==> src/rtl/dcache_req_queue_if.sv <==
// Request/response bundle between the core, the request queue and the L1 data cache.
// The queue takes the slave view; the core/cache side takes the master view.
interface dcache_req_queue_if #(
    parameter int DATA_WIDTH   = 32,
    parameter int ADDRESS_BITS = 32,
    parameter int DEPTH_BITS   = 2
);
    logic                      core_read;
    logic                      core_write;
    logic [DATA_WIDTH/8-1:0]   core_w_byte_en;
    logic [ADDRESS_BITS-1:0]   core_address;
    logic [DATA_WIDTH-1:0]     core_data_in;
    logic                      core_req_ready;
    logic [DATA_WIDTH-1:0]     core_data_out;
    logic [ADDRESS_BITS-1:0]   core_out_address;
    logic                      core_valid;
    logic                      core_req_err;

    logic                      read;
    logic                      write;
    logic [DATA_WIDTH/8-1:0]   w_byte_en;
    logic [ADDRESS_BITS-1:0]   address;
    logic [DATA_WIDTH-1:0]     data_in;
    logic                      cache_ready;
    logic                      cache_valid;
    logic [DATA_WIDTH-1:0]     cache_data_out;
    logic [ADDRESS_BITS-1:0]   cache_out_address;

    logic [DEPTH_BITS:0]       occupancy;

    modport slave (
        input  core_read, core_write, core_w_byte_en, core_address, core_data_in,
        output core_req_ready, core_data_out, core_out_address, core_valid, core_req_err,
        output read, write, w_byte_en, address, data_in,
        input  cache_ready, cache_valid, cache_data_out, cache_out_address,
        output occupancy
    );

    modport master (
        output core_read, core_write, core_w_byte_en, core_address, core_data_in,
        input  core_req_ready, core_data_out, core_out_address, core_valid, core_req_err,
        input  read, write, w_byte_en, address, data_in,
        output cache_ready, cache_valid, cache_data_out, cache_out_address,
        input  occupancy
    );
endinterface

==> src/rtl/dcache_req_queue.sv <==
// In-order request queue in front of the L1 data cache: buffers core loads/stores
// and issues them one at a time, returning load data to the core.
module dcache_req_queue #(
    parameter int DATA_WIDTH   = 32,
    parameter int ADDRESS_BITS = 32,
    parameter int DEPTH_BITS   = 2
) (
    input logic              clock,
    input logic              reset,
    dcache_req_queue_if.slave bus
);
    localparam int BE_BITS = DATA_WIDTH / 8;
    localparam int DEPTH   = 1 << DEPTH_BITS;
    localparam logic [DEPTH_BITS:0] FULL_COUNT = (DEPTH_BITS + 1)'(DEPTH);

    typedef struct packed {
        logic                    is_write;
        logic [BE_BITS-1:0]      w_byte_en;
        logic [ADDRESS_BITS-1:0] address;
        logic [DATA_WIDTH-1:0]   data;
    } entry_t;

    typedef enum logic [1:0] {IDLE, ISSUE, WAIT} state_t;

    entry_t                  entries [DEPTH];
    logic [DEPTH_BITS-1:0]   wr_ptr;
    logic [DEPTH_BITS-1:0]   rd_ptr;
    logic [DEPTH_BITS:0]     count;
    state_t                  state;
    state_t                  next_state;
    logic                    pending_write;
    logic                    req_ready;
    logic                    enq;
    logic                    deq;
    logic                    capture_load;
    entry_t                  head;

    logic                    issue_read;
    logic                    issue_write;
    logic [BE_BITS-1:0]      issue_be;
    logic [ADDRESS_BITS-1:0] issue_address;
    logic [DATA_WIDTH-1:0]   issue_data;

    logic [DATA_WIDTH-1:0]   load_data;
    logic [ADDRESS_BITS-1:0] load_address;
    logic                    load_valid;
    logic                    req_err;

    assign req_ready = (count != FULL_COUNT);
    assign enq       = (bus.core_read ^ bus.core_write) & req_ready;
    assign deq       = (state == ISSUE);
    assign head      = entries[rd_ptr];

    // Storage carries no reset: occupancy and pointers alone decide what is valid.
    always_ff @(posedge clock) begin
        if (enq) begin
            entries[wr_ptr] <= '{is_write:  bus.core_write,
                                 w_byte_en: bus.core_w_byte_en,
                                 address:   bus.core_address,
                                 data:      bus.core_data_in};
        end
    end

    always_ff @(posedge clock or negedge reset) begin
        if (!reset) begin
            wr_ptr <= '0;
            rd_ptr <= '0;
            count  <= '0;
        end else begin
            if (enq) wr_ptr <= wr_ptr + 1'b1;
            if (deq) rd_ptr <= rd_ptr + 1'b1;
            case ({enq, deq})
                2'b10:   count <= count + 1'b1;
                2'b01:   count <= count - 1'b1;
                default: count <= count;
            endcase
        end
    end

    always_ff @(posedge clock or negedge reset) begin
        if (!reset) begin
            state         <= IDLE;
            pending_write <= 1'b0;
        end else begin
            state <= next_state;
            if (state == ISSUE) pending_write <= head.is_write;
        end
    end

    // Cache-side bus is only non-zero during the single ISSUE cycle.
    always_comb begin
        next_state    = state;
        capture_load  = 1'b0;
        issue_read    = 1'b0;
        issue_write   = 1'b0;
        issue_be      = '0;
        issue_address = '0;
        issue_data    = '0;
        case (state)
            IDLE: begin
                if (count != '0 && bus.cache_ready) next_state = ISSUE;
            end
            ISSUE: begin
                issue_read    = ~head.is_write;
                issue_write   = head.is_write;
                issue_be      = head.w_byte_en;
                issue_address = head.address;
                issue_data    = head.data;
                next_state    = WAIT;
            end
            WAIT: begin
                if (pending_write) begin
                    if (bus.cache_ready) next_state = IDLE;
                end else if (bus.cache_valid) begin
                    capture_load = 1'b1;
                    next_state   = IDLE;
                end
            end
            default: next_state = IDLE;
        endcase
    end

    always_ff @(posedge clock or negedge reset) begin
        if (!reset) begin
            load_valid   <= 1'b0;
            load_data    <= '0;
            load_address <= '0;
            req_err      <= 1'b0;
        end else begin
            load_valid <= capture_load;
            req_err    <= bus.core_read & bus.core_write;
            if (capture_load) begin
                load_data    <= bus.cache_data_out;
                load_address <= bus.cache_out_address;
            end
        end
    end

    assign bus.core_req_ready   = req_ready;
    assign bus.core_data_out    = load_data;
    assign bus.core_out_address = load_address;
    assign bus.core_valid       = load_valid;
    assign bus.core_req_err     = req_err;
    assign bus.read             = issue_read;
    assign bus.write            = issue_write;
    assign bus.w_byte_en        = issue_be;
    assign bus.address          = issue_address;
    assign bus.data_in          = issue_data;
    assign bus.occupancy        = count;
endmodule

==> src/flat_wrapper.sv <==
// flat-port wrapper written by rule: the top's interface ports become plain ports
module dcache_req_queue_flat 
#(
    parameter int DATA_WIDTH   = 32,
    parameter int ADDRESS_BITS = 32,
    parameter int DEPTH_BITS   = 2
)
  (clock, reset, bus_core_read, bus_core_write, bus_core_w_byte_en, bus_core_address, bus_core_data_in, bus_core_req_ready, bus_core_data_out, bus_core_out_address, bus_core_valid, bus_core_req_err, bus_read, bus_write, bus_w_byte_en, bus_address, bus_data_in, bus_cache_ready, bus_cache_valid, bus_cache_data_out, bus_cache_out_address, bus_occupancy);
  dcache_req_queue_if #(.DATA_WIDTH(DATA_WIDTH), .ADDRESS_BITS(ADDRESS_BITS), .DEPTH_BITS(DEPTH_BITS)) bus_i ();
  input logic clock;
  input logic reset;
  input wire logic [$bits(bus_i.core_read)-1:0] bus_core_read;
  input wire logic [$bits(bus_i.core_write)-1:0] bus_core_write;
  input wire logic [$bits(bus_i.core_w_byte_en)-1:0] bus_core_w_byte_en;
  input wire logic [$bits(bus_i.core_address)-1:0] bus_core_address;
  input wire logic [$bits(bus_i.core_data_in)-1:0] bus_core_data_in;
  output wire logic [$bits(bus_i.core_req_ready)-1:0] bus_core_req_ready;
  output wire logic [$bits(bus_i.core_data_out)-1:0] bus_core_data_out;
  output wire logic [$bits(bus_i.core_out_address)-1:0] bus_core_out_address;
  output wire logic [$bits(bus_i.core_valid)-1:0] bus_core_valid;
  output wire logic [$bits(bus_i.core_req_err)-1:0] bus_core_req_err;
  output wire logic [$bits(bus_i.read)-1:0] bus_read;
  output wire logic [$bits(bus_i.write)-1:0] bus_write;
  output wire logic [$bits(bus_i.w_byte_en)-1:0] bus_w_byte_en;
  output wire logic [$bits(bus_i.address)-1:0] bus_address;
  output wire logic [$bits(bus_i.data_in)-1:0] bus_data_in;
  input wire logic [$bits(bus_i.cache_ready)-1:0] bus_cache_ready;
  input wire logic [$bits(bus_i.cache_valid)-1:0] bus_cache_valid;
  input wire logic [$bits(bus_i.cache_data_out)-1:0] bus_cache_data_out;
  input wire logic [$bits(bus_i.cache_out_address)-1:0] bus_cache_out_address;
  output wire logic [$bits(bus_i.occupancy)-1:0] bus_occupancy;
  assign bus_i.core_read = bus_core_read;
  assign bus_i.core_write = bus_core_write;
  assign bus_i.core_w_byte_en = bus_core_w_byte_en;
  assign bus_i.core_address = bus_core_address;
  assign bus_i.core_data_in = bus_core_data_in;
  assign bus_core_req_ready = bus_i.core_req_ready;
  assign bus_core_data_out = bus_i.core_data_out;
  assign bus_core_out_address = bus_i.core_out_address;
  assign bus_core_valid = bus_i.core_valid;
  assign bus_core_req_err = bus_i.core_req_err;
  assign bus_read = bus_i.read;
  assign bus_write = bus_i.write;
  assign bus_w_byte_en = bus_i.w_byte_en;
  assign bus_address = bus_i.address;
  assign bus_data_in = bus_i.data_in;
  assign bus_i.cache_ready = bus_cache_ready;
  assign bus_i.cache_valid = bus_cache_valid;
  assign bus_i.cache_data_out = bus_cache_data_out;
  assign bus_i.cache_out_address = bus_cache_out_address;
  assign bus_occupancy = bus_i.occupancy;
  dcache_req_queue #(.DATA_WIDTH(DATA_WIDTH), .ADDRESS_BITS(ADDRESS_BITS), .DEPTH_BITS(DEPTH_BITS)) u_core (.clock(clock), .reset(reset), .bus(bus_i));
endmodule
==> config.mk <==
export PLATFORM = sky130hd
export DESIGN_NAME = dcache_req_queue_flat
export DESIGN_NICKNAME = d
export VERILOG_FILES = /design/src/rtl/dcache_req_queue_if.sv /design/src/rtl/dcache_req_queue.sv /design/src/flat_wrapper.sv
export SDC_FILE = /design/constraint.sdc
export NUM_CORES = 1
export LEC_CHECK = 0
export CAP_MARGIN = 20
export CORE_MARGIN = 2
export CORE_UTILIZATION = 50
export DETAILED_ROUTE_END_ITERATION = 7
export GPL_TIMING_DRIVEN = 0
export HOLD_SLACK_MARGIN = 0.06
export PLACE_DENSITY = 0.83
export SLEW_MARGIN = 10
export SYNTH_ARGS = -nofsm -noshare
export SYNTH_HDL_FRONTEND = slang
export SYNTH_SLANG_ARGS = --single-unit
==> constraint.sdc <==
create_clock -name clock -period 3.8 [get_ports clock]
set_input_delay 0.95 -clock clock [delete_from_list [all_inputs] [get_ports clock]]
set_output_delay 0.95 -clock clock [all_outputs]
set_load 0.005 [all_outputs]
==> results.txt <==
----------------------------------------------------
[Floorplanning]
  Starting density of the core ... 50.4%
  Die area ... 28200 µm²
  Core region area ... 26700 µm²
  Std-Cell Rows ... 60
  Horizontal die dimension ... 168 µm
  Die Ht ... 168 µm
  Number of primary I/O pins ... 278

[STA]
  Slew at the pin closest to its max-slew limit ... 492 ps
  Max-slew violation count ... 0
  Final worst path period need ... 3570 ps
  Count of final hold-check violations ... 0
  Final setup violation count ... 0
  Setup repair after global routing missed its margin ... no
  Post-layout worst setup margin ... 231 ps
  Fin Clk Skew ... 9.43 ps
  Headroom to the max-slew limit ... 67.2%
  Peak clock frequency supported by timing ... 0.280 GHz
  Hold_ws ... 372 ps
  Post-route clock period utilization ... 93.9%

[Synth]
  Most used standard cells in the synthesized netlist ... 276 x sky130_fd_sc_hd__edfxtp_1, 76 x sky130_fd_sc_hd__dfrtp_1, 69 x sky130_fd_sc_hd__mux4_2
  Synth top area cells ... sky130_fd_sc_hd__edfxtp_1 62%, sky130_fd_sc_hd__dfrtp_1 14%, sky130_fd_sc_hd__mux4_2 12%, sky130_fd_sc_hd__mux2_2 5.4%, sky130_fd_sc_hd__and2_1 3.2%
  Post-synthesis cell type count ... 27
  Flops & latches, synth ... 352
  Async set-or-reset flop fraction in the synthesized netlist ... 21.6%
  Sequential fraction of the synthesis area ... 75.8%
  Gate count after technology mapping ... 624
  Post-synth top area share ... 61.6%
  Area of the mapped netlist ... 13400 µm²
  Top-count cell post-synth ... sky130_fd_sc_hd__edfxtp_1
  Most area-hungry cell type in the Yosys netlist ... sky130_fd_sc_hd__edfxtp_1
  Synthesized net count ... 769
  Count of warnings emitted by yosys ... 0
  Number of flops mapped to enable cells by yosys ... 276
  Leading register cell type out of synthesis ... sky130_fd_sc_hd__edfxtp_1
  Syn avg cell area ... 21.5 µm²

[Detailed routing]
  DRC viols ... 0
  Vias after detailed routing ... 7008
  Post-detailed-route wirelength per cell ... 22.0 µm
  Count of nets left with antenna violations after detail routing ... 0
  Initial DRT Pass Iterations ... 4
  Average vias per placed instance ... 5.35
  Violation count after the first detailed-route iteration ... 410
  Routed WL ... 28.8 mm

[Clock network]
  Clock latency at the later pin of the worst-skew pair ... 510 ps
  Inserted Clock Buffers ... 37
  Number of buffers inserted to repair setup after CTS ... 0
  Maximum root-to-sink buffer count ... 3
  Post-CTS Resized ... 1
  Clock tree from TritonCTS ... built
  Reg clk slew, reported paths ... 60 ps
  CTS Sinks ... 352
  Maximum level of the CTS H-tree ... 2
  # hold bufs at CTS ... 0
  Clock tree root driver cell ... sky130_fd_sc_hd__clkbuf_16

[Worst setup path]
  Worst path required time ... 2850 ps
  Critical Path Start Type ... register
  Highest net fanout along the worst path ... 10
  Max stage delay on crit path ... 520 ps
  Worst Setup End Kind ... output pin
  Class of the most critical setup path ... reg2out
  Slowest cell on the critical path ... sky130_fd_sc_hd__clkdlybuf4s50_1
  Critical path, cell by cell ... nand2b_1, clkinvlp_4, clkbuf_1, and2_1, clkdlybuf4s50_1
  Data arrival at the endpoint of the critical path ... 2620 ps

[Global route]
  GR Util All Layers ... 20.5%
  Congestion Overflow GR ... 0
  Via count of the first global-routing pass ... 7544
  Antenna violations before repair ... 4
  Maximum number of pins on one net before global-route repair ... 51
  First-pass GRT wire length ... 43.7 mm

[Placement]
  Final RePlAce weighted congestion ... 0.724
  Port Buf Inserts ... 277
  Pre-CTS setup slack ... 379 ps
  Placement Cell Area ... 16800 µm²
  Estimated wirelength of the detail-placed design ... 19.4 mm

[Power and ir drop]
  LEAKAGE ... 6.30 nW
  Peak supply drop ... 502 µV
  Power, Total ... 13.5 mW
  Power density relative to cell area ... 751 nW/µm²

[Layout]
  Post-route core utilization ... 67.4%
  Share of layout cells above drive strength 1 ... 22.6%
  Net count reported at finish ... 1090
  Layout-stage area growth over the synthesis result ... 33.7%
  Final non-filler cell area ... 18000 µm²

[Job]
  Number of maximum-capacitance violations ... 0

[Min path]
  Worst min-delay path category ... in2async

[Outcome]
  Run status ... finished clean

----------------------------------------------------
==> layer usage <==
| metal | vias up | track usage [%] | wire, µm |
|---|---|---|---|
| li1 | 3103 | - | - |
| met1 | 3604 | 24.4 | 11100 |
| met2 | 247 | 36.7 | 14900 |
| met3 | 52 | 5.12 | 1970 |
| met4 | 2 | 7.03 | 827 |
| met5 | - | 0 | 13 |
==> state kept, by name, summed over array words and instances (netlist names) <==
name	flops
u_core.wr_ptr	2
u_core.bus.core_out_address	32
u_core.bus.core_data_out	32
u_core.rd_ptr	2
u_core.pending_write	1
u_core.bus.core_req_err	1
u_core.bus.core_valid	1
u_core.bus.occupancy	3
u_core.entries	276
u_core.state	2
==> metrics by stage <==
step | std cells | TNS [ps]
floorplan | 624 | 0
global placement | 1242 | -520140
detailed placement | 1247 | 0
CTS | 1310 | 0
global route | 1311 | 0
finish | 1311 | 0
==> worst paths after layout <==
kind / depth (start not counted) / endpoint / slack (ps) / startpoint
worst max-delay path: 5 / bus_address[1] / 230 / u_core.state[1]
min in group clock: 1 / u_core.state[0] / 490 / u_core.state[1]
worst min-delay path: 1 / u_core.bus.core_out_address[27] / 370 / reset
worst max register to register: 9 / u_core.bus.occupancy[2] / 1240 / u_core.state[1]
worst min register to register: 1 / u_core.state[0] / 490 / u_core.state[1]
max in group asynchronous: 2 / u_core.bus.core_data_out[8] / 2860 / reset
==> kinds of logic after synthesis <==
| family | Yosys count | synth area share, % |
|---|---|---|
| AO/OA/AOI/OAI | 1 | 0.0559 |
| XOR/XNOR | 6 | 0.391 |
| buffers and inverters | 37 | 1.89 |
| adder cells (fa/ha/maj) | 7 | 0.707 |
| multiplexers | 135 | 17.1 |
| flip-flops | 352 | 75.8 |
| AND/OR/NAND/NOR | 86 | 4.06 |
==> layout make-up <==
class / count / area [µm²]
fill: 1758 / 8680
inverter: 7 / 30.0
clock inverter: 12 / 131
clock buffer: 51 / 1030
buffer: 30 / 229
antenna: 1 / 2.50
tap: 341 / 427
sequential: 352 / 10200
timing repair buffer: 282 / 2910
multi-input combinational: 235 / 3020
==> placed cells by master, fill, tap and decap left out, types with 8 or more instances in the layout <==
master and instances:
sky130_fd_sc_hd__clkdlybuf4s50_1 276, sky130_fd_sc_hd__edfxtp_1 276, sky130_fd_sc_hd__mux4_2 69, sky130_fd_sc_hd__buf_2 8
sky130_fd_sc_hd__buf_6 13, sky130_fd_sc_hd__dfrtp_1 76, sky130_fd_sc_hd__mux2_2 64, sky130_fd_sc_hd__and2_1 68
sky130_fd_sc_hd__clkbuf_16 39, sky130_fd_sc_hd__clkbuf_1 17
==> critical path: cells and delay by family, from the launching register on <==
family	cells	cell delay (ps)
buf+inv	3	1200
simple gates	2	510
flops	1	400
==> report_power, final <==
part	internal [mW]	switching [mW]	total (mW)	leakage, nW
logic	2.62	1.82	4.44	2.29
registers	5.25	0.350	5.60	3.44
clock network	2.09	1.36	3.45	0.565
Note: power is estimated with default switching activity, not from simulation.
